===== src/rtl/i2c_req_arbiter_if.sv =====
// Bundle of requester-side and I2C-master-side signals around the arbiter.
// The arbiter connects through the master modport; the environment connects through slave.
interface i2c_req_arbiter_if #(
   parameter int N_REQ = 4
) ();
   logic [N_REQ-1:0]   req;
   logic [7*N_REQ-1:0] req_addr;
   logic [N_REQ-1:0]   req_op;
   logic [8*N_REQ-1:0] req_wdata;
   logic [N_REQ-1:0]   gnt;
   logic [N_REQ-1:0]   rsp_valid;
   logic [7:0]         rsp_rdata;
   logic               rsp_err;
   logic               rsp_timeout;
   logic               arb_busy;
   logic               m_newd;
   logic [6:0]         m_addr;
   logic               m_op;
   logic [7:0]         m_din;
   logic [7:0]         m_dout;
   logic               m_busy;
   logic               m_done;
   logic               m_ack_err;

   modport master (
      input  req, req_addr, req_op, req_wdata, m_dout, m_busy, m_done, m_ack_err,
      output gnt, rsp_valid, rsp_rdata, rsp_err, rsp_timeout, arb_busy,
             m_newd, m_addr, m_op, m_din
   );

   modport slave (
      output req, req_addr, req_op, req_wdata, m_dout, m_busy, m_done, m_ack_err,
      input  gnt, rsp_valid, rsp_rdata, rsp_err, rsp_timeout, arb_busy,
             m_newd, m_addr, m_op, m_din
   );
endinterface


===== src/rtl/i2c_req_arbiter.sv =====
// Round-robin arbiter that shares one I2C master engine between N_REQ requesters,
// launching one transaction per grant and returning read data / status to the winner.
//
// state     | meaning
// ----------+------------------------------------------------------------
// IDLE      | no transaction; arbitrate among req, latch winner's fields
// ISSUE     | winner latched; m_newd asserted on exit, timeout cleared
// WAIT_BUSY | launched; waiting for the engine to show busy (or finish)
// WAIT_DONE | engine busy; waiting for m_done or timeout
// RESPOND   | rsp_valid to the winner; advance round-robin pointer
module i2c_req_arbiter #(
   parameter int N_REQ       = 4,
   parameter int TIMEOUT_CYC = 40000
) (
   input logic             clk,
   input logic             rst,
   i2c_req_arbiter_if.master bus
);
   localparam int IW = $clog2(N_REQ);
   localparam int CW = $clog2(TIMEOUT_CYC + 1);
   localparam logic [IW:0] N_W = (IW+1)'(N_REQ);

   localparam logic [2:0] IDLE      = 3'd0;
   localparam logic [2:0] ISSUE     = 3'd1;
   localparam logic [2:0] WAIT_BUSY = 3'd2;
   localparam logic [2:0] WAIT_DONE = 3'd3;
   localparam logic [2:0] RESPOND   = 3'd4;

   logic [2:0]       state_q,       state_d;
   logic [IW-1:0]    rr_ptr_q,      rr_ptr_d;
   logic [IW-1:0]    win_q,         win_d;
   logic [CW-1:0]    cnt_q,         cnt_d;
   logic [N_REQ-1:0] gnt_q,         gnt_d;
   logic [N_REQ-1:0] rsp_valid_q,   rsp_valid_d;
   logic [7:0]       rsp_rdata_q,   rsp_rdata_d;
   logic             rsp_err_q,     rsp_err_d;
   logic             rsp_timeout_q, rsp_timeout_d;
   logic             arb_busy_q,    arb_busy_d;
   logic             m_newd_q,      m_newd_d;
   logic [6:0]       m_addr_q,      m_addr_d;
   logic             m_op_q,        m_op_d;
   logic [7:0]       m_din_q,       m_din_d;

   logic            found;
   logic [IW-1:0]   pick;
   logic [IW:0]     sum;
   logic [IW-1:0]   idx;
   logic [6:0]      addr_sel;
   logic            op_sel;
   logic [7:0]      wdata_sel;

   // Scan from rr_ptr upward with wrap; the first requester found wins.
   always_comb begin
      found     = 1'b0;
      pick      = '0;
      sum       = '0;
      idx       = '0;
      addr_sel  = '0;
      op_sel    = 1'b0;
      wdata_sel = '0;
      for (int k = 0; k < N_REQ; k++) begin
         sum = {1'b0, rr_ptr_q} + (IW+1)'(k);
         if (sum >= N_W) sum = sum - N_W;
         idx = sum[IW-1:0];
         if (!found && bus.req[idx]) begin
            found = 1'b1;
            pick  = idx;
         end
      end
      for (int i = 0; i < N_REQ; i++) begin
         if (IW'(i) == pick) begin
            addr_sel  = bus.req_addr[i*7 +: 7];
            op_sel    = bus.req_op[i];
            wdata_sel = bus.req_wdata[i*8 +: 8];
         end
      end
   end

   always_comb begin
      state_d       = state_q;
      rr_ptr_d      = rr_ptr_q;
      win_d         = win_q;
      cnt_d         = cnt_q;
      gnt_d         = gnt_q;
      rsp_valid_d   = '0;
      rsp_rdata_d   = rsp_rdata_q;
      rsp_err_d     = rsp_err_q;
      rsp_timeout_d = rsp_timeout_q;
      m_newd_d      = 1'b0;
      m_addr_d      = m_addr_q;
      m_op_d        = m_op_q;
      m_din_d       = m_din_q;
      case (state_q)
         IDLE: begin
            if (found) begin
               state_d     = ISSUE;
               win_d       = pick;
               gnt_d       = '0;
               gnt_d[pick] = 1'b1;
               m_addr_d    = addr_sel;
               m_op_d      = op_sel;
               m_din_d     = wdata_sel;
            end
         end
         ISSUE: begin
            m_newd_d = 1'b1;
            cnt_d    = '0;
            state_d  = WAIT_BUSY;
         end
         WAIT_BUSY, WAIT_DONE: begin
            // Completion beats a timeout landing in the same cycle.
            if (bus.m_done) begin
               rsp_rdata_d   = m_op_q ? bus.m_dout : 8'h00;
               rsp_err_d     = bus.m_ack_err;
               rsp_timeout_d = 1'b0;
               rsp_valid_d   = gnt_q;
               state_d       = RESPOND;
            end else if (cnt_q == CW'(TIMEOUT_CYC - 1)) begin
               rsp_rdata_d   = 8'h00;
               rsp_err_d     = 1'b1;
               rsp_timeout_d = 1'b1;
               rsp_valid_d   = gnt_q;
               state_d       = RESPOND;
            end else begin
               cnt_d = cnt_q + CW'(1);
               if (state_q == WAIT_BUSY && bus.m_busy) state_d = WAIT_DONE;
            end
         end
         RESPOND: begin
            gnt_d    = '0;
            rr_ptr_d = (win_q == IW'(N_REQ - 1)) ? '0 : win_q + IW'(1);
            state_d  = IDLE;
         end
         default: state_d = IDLE;
      endcase
      arb_busy_d = (state_d != IDLE);
   end

   always_ff @(posedge clk) begin
      if (rst) begin
         state_q       <= IDLE;
         rr_ptr_q      <= '0;
         win_q         <= '0;
         cnt_q         <= '0;
         gnt_q         <= '0;
         rsp_valid_q   <= '0;
         rsp_rdata_q   <= '0;
         rsp_err_q     <= 1'b0;
         rsp_timeout_q <= 1'b0;
         arb_busy_q    <= 1'b0;
         m_newd_q      <= 1'b0;
         m_addr_q      <= '0;
         m_op_q        <= 1'b0;
         m_din_q       <= '0;
      end else begin
         state_q       <= state_d;
         rr_ptr_q      <= rr_ptr_d;
         win_q         <= win_d;
         cnt_q         <= cnt_d;
         gnt_q         <= gnt_d;
         rsp_valid_q   <= rsp_valid_d;
         rsp_rdata_q   <= rsp_rdata_d;
         rsp_err_q     <= rsp_err_d;
         rsp_timeout_q <= rsp_timeout_d;
         arb_busy_q    <= arb_busy_d;
         m_newd_q      <= m_newd_d;
         m_addr_q      <= m_addr_d;
         m_op_q        <= m_op_d;
         m_din_q       <= m_din_d;
      end
   end

   assign bus.gnt         = gnt_q;
   assign bus.rsp_valid   = rsp_valid_q;
   assign bus.rsp_rdata   = rsp_rdata_q;
   assign bus.rsp_err     = rsp_err_q;
   assign bus.rsp_timeout = rsp_timeout_q;
   assign bus.arb_busy    = arb_busy_q;
   assign bus.m_newd      = m_newd_q;
   assign bus.m_addr      = m_addr_q;
   assign bus.m_op        = m_op_q;
   assign bus.m_din       = m_din_q;
endmodule


===== src/flat_wrapper.sv =====
// flat-port wrapper written by rule: the top's interface ports become plain ports
module i2c_req_arbiter_flat 
#(
   parameter int N_REQ       = 4,
   parameter int TIMEOUT_CYC = 40000
)
  (clk, rst, bus_req, bus_req_addr, bus_req_op, bus_req_wdata, bus_m_dout, bus_m_busy, bus_m_done, bus_m_ack_err, bus_gnt, bus_rsp_valid, bus_rsp_rdata, bus_rsp_err, bus_rsp_timeout, bus_arb_busy, bus_m_newd, bus_m_addr, bus_m_op, bus_m_din);
  i2c_req_arbiter_if #(.N_REQ(N_REQ)) bus_i ();
  input logic clk;
  input logic rst;
  input wire logic [$bits(bus_i.req)-1:0] bus_req;
  input wire logic [$bits(bus_i.req_addr)-1:0] bus_req_addr;
  input wire logic [$bits(bus_i.req_op)-1:0] bus_req_op;
  input wire logic [$bits(bus_i.req_wdata)-1:0] bus_req_wdata;
  input wire logic [$bits(bus_i.m_dout)-1:0] bus_m_dout;
  input wire logic [$bits(bus_i.m_busy)-1:0] bus_m_busy;
  input wire logic [$bits(bus_i.m_done)-1:0] bus_m_done;
  input wire logic [$bits(bus_i.m_ack_err)-1:0] bus_m_ack_err;
  output wire logic [$bits(bus_i.gnt)-1:0] bus_gnt;
  output wire logic [$bits(bus_i.rsp_valid)-1:0] bus_rsp_valid;
  output wire logic [$bits(bus_i.rsp_rdata)-1:0] bus_rsp_rdata;
  output wire logic [$bits(bus_i.rsp_err)-1:0] bus_rsp_err;
  output wire logic [$bits(bus_i.rsp_timeout)-1:0] bus_rsp_timeout;
  output wire logic [$bits(bus_i.arb_busy)-1:0] bus_arb_busy;
  output wire logic [$bits(bus_i.m_newd)-1:0] bus_m_newd;
  output wire logic [$bits(bus_i.m_addr)-1:0] bus_m_addr;
  output wire logic [$bits(bus_i.m_op)-1:0] bus_m_op;
  output wire logic [$bits(bus_i.m_din)-1:0] bus_m_din;
  assign bus_i.req = bus_req;
  assign bus_i.req_addr = bus_req_addr;
  assign bus_i.req_op = bus_req_op;
  assign bus_i.req_wdata = bus_req_wdata;
  assign bus_i.m_dout = bus_m_dout;
  assign bus_i.m_busy = bus_m_busy;
  assign bus_i.m_done = bus_m_done;
  assign bus_i.m_ack_err = bus_m_ack_err;
  assign bus_gnt = bus_i.gnt;
  assign bus_rsp_valid = bus_i.rsp_valid;
  assign bus_rsp_rdata = bus_i.rsp_rdata;
  assign bus_rsp_err = bus_i.rsp_err;
  assign bus_rsp_timeout = bus_i.rsp_timeout;
  assign bus_arb_busy = bus_i.arb_busy;
  assign bus_m_newd = bus_i.m_newd;
  assign bus_m_addr = bus_i.m_addr;
  assign bus_m_op = bus_i.m_op;
  assign bus_m_din = bus_i.m_din;
  i2c_req_arbiter #(.N_REQ(N_REQ), .TIMEOUT_CYC(TIMEOUT_CYC)) u_core (.clk(clk), .rst(rst), .bus(bus_i));
endmodule

===== config.mk =====
export PLATFORM = sky130hd
export DESIGN_NAME = i2c_req_arbiter_flat
export DESIGN_NICKNAME = d
export VERILOG_FILES = /design/src/rtl/i2c_req_arbiter_if.sv /design/src/rtl/i2c_req_arbiter.sv /design/src/flat_wrapper.sv
export SDC_FILE = /design/constraint.sdc
export NUM_CORES = 1
export LEC_CHECK = 0
export CORE_UTILIZATION = 27
export CTS_BUF_LIST = sky130_fd_sc_hd__clkbuf_4
export DETAILED_ROUTE_END_ITERATION = 8
export GPL_ROUTABILITY_DRIVEN = 0
export HOLD_SLACK_MARGIN = 0.15
export PLACE_DENSITY = 0.65
export SYNTH_ARGS = -nofsm -noshare
export SYNTH_HDL_FRONTEND = slang
export SYNTH_SLANG_ARGS = --single-unit

===== constraint.sdc =====
create_clock -name clk -period 3.3 [get_ports clk]
set_input_delay 0.33 -clock clk [delete_from_list [all_inputs] [get_ports clk]]
set_output_delay 0.33 -clock clk [all_outputs]
set_load 0.01 [all_outputs]

After elaboration in Yosys (flattened, before gate mapping) --
Index checks and enable logic that the tools add are counted.
Word-level totals: bits of input ports 81, register bits 59, output and inout port bits 36
Operators by class: bitwise operators 1, $add $sub $neg 9, reduce and logical (&&, ||, !) cells 20, muxes and demuxes 54, equal/unequal tests 12, magnitude comparators 10
Operators by type and width (count):
- $mux W8 | 7
- $mux W16 | 2
- $pmux W16 S2 | 1
- $mux W7 | 4
- $mux W2 | 9
- $mux W1 | 17
- $add A16 B1 Y16 const B | 1
- $eq A16 B16 Y1 const B | 1
- $lt A2 B3 Y1 const B | 5
- $mux W3 | 4
- $mux W4 | 3
- $ge A3 B3 Y1 const B | 3
- $pmux W3 S3 | 1
- $bmux W1 S2 | 4
- $pmux W4 S2 | 1
- $sub A2 B1 Y2 const B | 4
- $add A2 B2 Y3 const B | 2
- $eq A3 B2 Y1 const B | 2
- $reduce_and A2 Y1 | 3
- $reduce_bool A2 Y1 | 3
- $logic_and A1 B1 Y1 | 5
- $eq A2 B2 Y1 const A | 2
- $ne A2 B2 Y1 const B | 2
- $reduce_or A2 Y1 | 2
- 16 further kinds | 18

Depth between registers and ports, before layout --
depth after elaboration 20, mapped depth 8, gate-level depth less buffers 6

Worst setup path after synthesis --
Ideal clock, no wire load.
path kind flip-flop to flip-flop, from register u_core.cnt_q[0], to register u_core.cnt_q[3], buffers on the path 1, path slack 1613 ps, library setup time 119 ps, arrival 1568 ps, required time 3181 ps, period minus slack after synthesis 1687 ps, cell stages (with the launch flop) 8, path through dfxtp_1 -> ha_1 -> and3_1 -> and4_2 -> a31oi_2 -> buf_6 -> nand4_1 -> mux2i_1
Between the ends: cells in the longest elaborated chain, start to end 4, elaborated cells on any way between the ends 7, classes of those cells add/sub: 1; eq/ne: 2; mux: 3; reduce/logical: 1
Ends and longest elaborated chain:
- from (decl) | line i2c_req_arbiter.sv:32 | logic [CW-1:0] cnt_q, cnt_d;
- from (signal assigned) | line i2c_req_arbiter.sv:159 | cnt_q <= cnt_d;
- $add A16 B1 Y16 | line i2c_req_arbiter.sv:125 | cnt_d = cnt_q + CW'(1);
- $mux W16 | line i2c_req_arbiter.sv:118 | end else if (cnt_q == CW'(TIMEOUT_CYC - 1)) begin
- $mux W16 | line i2c_req_arbiter.sv:112 | if (bus.m_done) begin
- $pmux W16 S2 | line i2c_req_arbiter.sv:93 | case (state_q)
Parallel ways exist; a longest one is shown, timed or not. The select of a mux whose other input is x is not followed. A chain may end at the register's enable or synchronous reset.

Worst setup path after layout --
from register u_core.rr_ptr_q[1], to register u_core.m_op_q, in the netlist u_core.bus.m_op
Between the ends: cells in the longest elaborated chain, start to end 19, elaborated cells on any way between the ends 46, classes of those cells add/sub: 7; order compare: 4; eq/ne: 3; mux: 24; reduce/logical: 8
Ends and longest elaborated chain:
- from (decl) | line i2c_req_arbiter.sv:30 | logic [IW-1:0] rr_ptr_q, rr_ptr_d;
- from (signal assigned) | line i2c_req_arbiter.sv:157 | rr_ptr_q <= rr_ptr_d;
- branches (longest 19 deep; another with $add A2 B1 Y3)
- to (signal assigned) | line i2c_req_arbiter.sv:168 | m_op_q <= m_op_d;
- to (decl) | line i2c_req_arbiter.sv:41 | logic m_op_q, m_op_d;
Parallel ways; which one is timed is not known. The select of a mux whose other input is x is not followed.

==> summary.txt <==
Logic synthesis
  • Synthesized cell area: 2960 sq um
  • Synth Warn #: 0
  • Synth area leader: dfxtp_1
  • Syn Inst Count: just over 300
  • Top post-synthesis cells by count: dfxtp_1, nand2_1, mux2i_1
  • Synth unique cells: 58
  • Most used flip-flop cell after synthesis: dfxtp_1
  • Syn avg cell area: between 9 and 10 sq um
  • Top cells by area, synth: dfxtp_1, mux2i_1, o221ai_1
  • Mapped Nets: 388
  • Number of synthesized register bits: 59
  • Most common cell in the netlist: dfxtp_1
  • Post-synthesis async set-or-reset flop share: 0%
  • Seq/Total Area, Yosys: 39.9%
  • EDFF count, synth: 0
  • Fraction of post-synthesis cell area in the top cell type by area: 39.9%

STA
  • Worst slew pin tran: approximately 1.2 ns
  • Min Tclk post-route: 2.27 ns
  • Clk_skew: between 0.015 and 0.02 ns
  • Final-report max-slew violation count: 0
  • Endpoints failing setup: 0
  • Final TNS setup: 0 ns
  • Worst hold slack: 0.466 ns
  • Max_slew headroom: between 20% and 30%
  • Peak Freq: 440 MHz
  • Hold Violations, Final: 0
  • RSZ-0062 raised after global routing: no
  • Final period util: 68.9%

Pwr
  • Tot Pwr: about 1.9 mW
  • Pleak: between 1.5 and 2 nW
  • Clock power share: 35.4%
  • Comb power frac: 22.3%
  • Maximum VDD drop: 163 uV
  • Internal Power: 1.38 mW
  • Reg power frac: about 42%
  • Sw frac: approximately a quarter
  • P per Cell Area: 426 nW/um^2
  • P_sw: a little under 0.5 mW

Global route
  • GR Util All Layers: 14.3%
  • Initial antenna violation count: 0
  • Global-route wire length before repair: 12900 um
  • Final global-route overflow total: 0
  • Vias in the first global route: 2604
  • Largest net degree at the start of global routing: 37

Finish
  • Design area: 4390 sq um
  • Share of layout cells above drive strength 1: 9.65%
  • Final Util: 42.0%
  • Nets: 503
  • Sequential standard cell area: ~1200 sq um
  • Multi-input logic area: 1660 sq um
  • Filler cell count in the final layout: about 1100
  • P&R area growth vs syn: 48.5%
  • Number of diodes: 0

Critical path
  • Reg2reg end: u_core.bus.m_op$_SDFFE_PP0P_
  • Crit-path cells: mux2i_1 -> nor2_1 -> o311ai_2 -> or3b_1 -> o221ai_1
  • Required time of the critical path: 3.59 ns
  • CP Class: register to register
  • Setup crit start: u_core.rr_ptr_q[1]$_SDFFE_PP0P_
  • Worst EP arrival: 2.56 ns
  • Slowest cell on crit path: o311ai_2
  • Worst Path Max Fanout: 16
  • Setup crit end: u_core.bus.m_op$_SDFFE_PP0P_
  • Max incr delay on CP: 0.99 ns
  • FF-to-FF setup slack: 1.03 ns
  • Worst setup EP type: register
  • Worst reg-to-reg path cell count: 5
  • Worst Setup Start Kind: register
  • Worst R2R Start: u_core.rr_ptr_q[1]$_SDFFE_PP0P_

Floorplanning
  • Core area: 10500 sq um
  • Initial Utilization: around 28%
  • IO Count: 117
  • Die area: 11400 sq um
  • Die Wd: about 110 um
  • Chip height: 107 um
  • # rows: 37

Detailed routing
  • Drt pass-1 iters: 4
  • Via-per-instance ratio: 4.85
  • Final wirelength: 8050 um
  • DR WL/cell: 14.4 um
  • Via count: 2723
  • Iteration-0 DRC Markers: around 200
  • Remaining DRCs: 0
  • Remaining antenna violation count: 0

Clock network
  • Sink Count: 59
  • Worst-Skew Late Latency: approximately 0.42 ns
  • Worst-path clk slew: 0.10 ns
  • H-Tree Depth: 3
  • Clk root buf: clkbuf_4
  • CTS buffer count: 9
  • Postcts setup bufs: 0
  • Hold-fix buffers, CTS: 0
  • Post_cts resized: 0
  • CTS tree: built
  • Clock Path Buffers: 2

Job
  • Max Cap Viol: 0

Worst hold path
  • Min-delay worst type: register to register
  • Min-delay src: u_core.bus.m_din[3]$_SDFFE_PP0P_

Outcome
  • Status: finished, final reports clean

Place
  • Post-DP Area: 4220 sq um
  • Port bufs: 116
  • Placed wire-length estimate: roughly 5900 um
[state kept, by name, indices dropped and copies added (netlist names)]
signal / flops
u_core.bus.m_op: 1
u_core.state_q: 3
u_core.bus.rsp_timeout: 1
u_core.rr_ptr_q: 2
u_core.bus.rsp_rdata: 8
u_core.bus.m_addr: 7
u_core.bus.gnt: 4
u_core.cnt_q: 16
u_core.bus.m_newd: 1
u_core.bus.rsp_err: 1
u_core.win_q: 2
u_core.bus.arb_busy: 1
u_core.bus.m_din: 8
u_core.bus.rsp_valid: 4
[cell families (layout without fill, tap and decap cells)]
family | Yosys count | count (layout) | share of synthesized area [%]
AND/OR/NAND/NOR | 113 | 113 | 23.3
buffers and inverters | 21 | 141 | 3.97
XOR/XNOR | 8 | 8 | 2.37
AO/OA/AOI/OAI | 71 | 71 | 19.2
adder cells (fa/ha/maj) | 2 | 2 | 0.846
multiplexers | 31 | 31 | 10.5
flip-flops | 59 | 59 | 39.9
[layout make-up]
type                            count  share of cell area, %
Sequential cell                    59                   26.9
Tap cell                          136                   3.87
Clock inverter                      6                   2.36
Timing Repair Buffer              118                   26.8
Clock buffer                       10                   1.71
Multi-Input combinational cell    225                   37.8
Inverter                            7                  0.598
[per-layer routing]
| layer | vias to the layer above | wire length (um) | track usage, % |
|---|---|---|---|
| met5 | - | 0 | 0 |
| met4 | 0 | 62 | 3.82 |
| met3 | 8 | 501 | 4.98 |
| met2 | 75 | 3810 | 22.8 |
| met1 | 1273 | 3680 | 18.3 |
| li1 | 1367 | - | - |
[metrics by stage]
stage / std cells / setup slack [ns]
floorplan: 305 / 1.61
global placement: 545 / 0.759
detailed placement: 545 / 0.685
CTS: 561 / 0.999
global route: 561 / 0.865
finish: 561 / 1.03
[power groups by stage]
stage	logic [mW]	clock network (mW)	registers [mW]
final	0.417	0.662	0.792
after global routing	0.452	0.713	0.798
after CTS	0.420	0.683	0.792
after detailed placement	0.418	0	0.807
after global placement	0.413	0	0.807
after floorplan	0.191	0	0.820
[how the worst min path moves through the flow]
stage	endpoint	slack, ns	cells after the start
after floorplan	u_core.win_q[1]$_SDFFE_PP0P_	0.44	2
after CTS	u_core.bus.m_din[3]$_SDFFE_PP0P_	0.47	2
after global placement	u_core.bus.m_addr[2]$_SDFFE_PP0P_	0.44	2
final	u_core.bus.m_din[3]$_SDFFE_PP0P_	0.47	2
after detailed placement	u_core.bus.m_din[3]$_SDFFE_PP0P_	0.45	2
after global routing	u_core.bus.m_din[3]$_SDFFE_PP0P_	0.49	2
[critical path: cells and delay by family, from the launching register on]
family,cells,cell delay (ns)
and+or+nand+nor,2,0.32
DFF,1,0.51
muxes,1,0.23
AOI/OAI and AO/OA,2,1.09
[cell usage in the layout, fill, tap and decap left out, types with 7 or more instances in the layout]
master and count:
clkdlybuf4s50_1 116, dfxtp_1 59, nand2_1 37, mux2i_1 31
nor2_1 22, a21oi_1 19, o221ai_1 16, clkbuf_4 10
a22o_1 8, inv_1 7, xnor2_1 7
(Power assumes the default switching activity.)
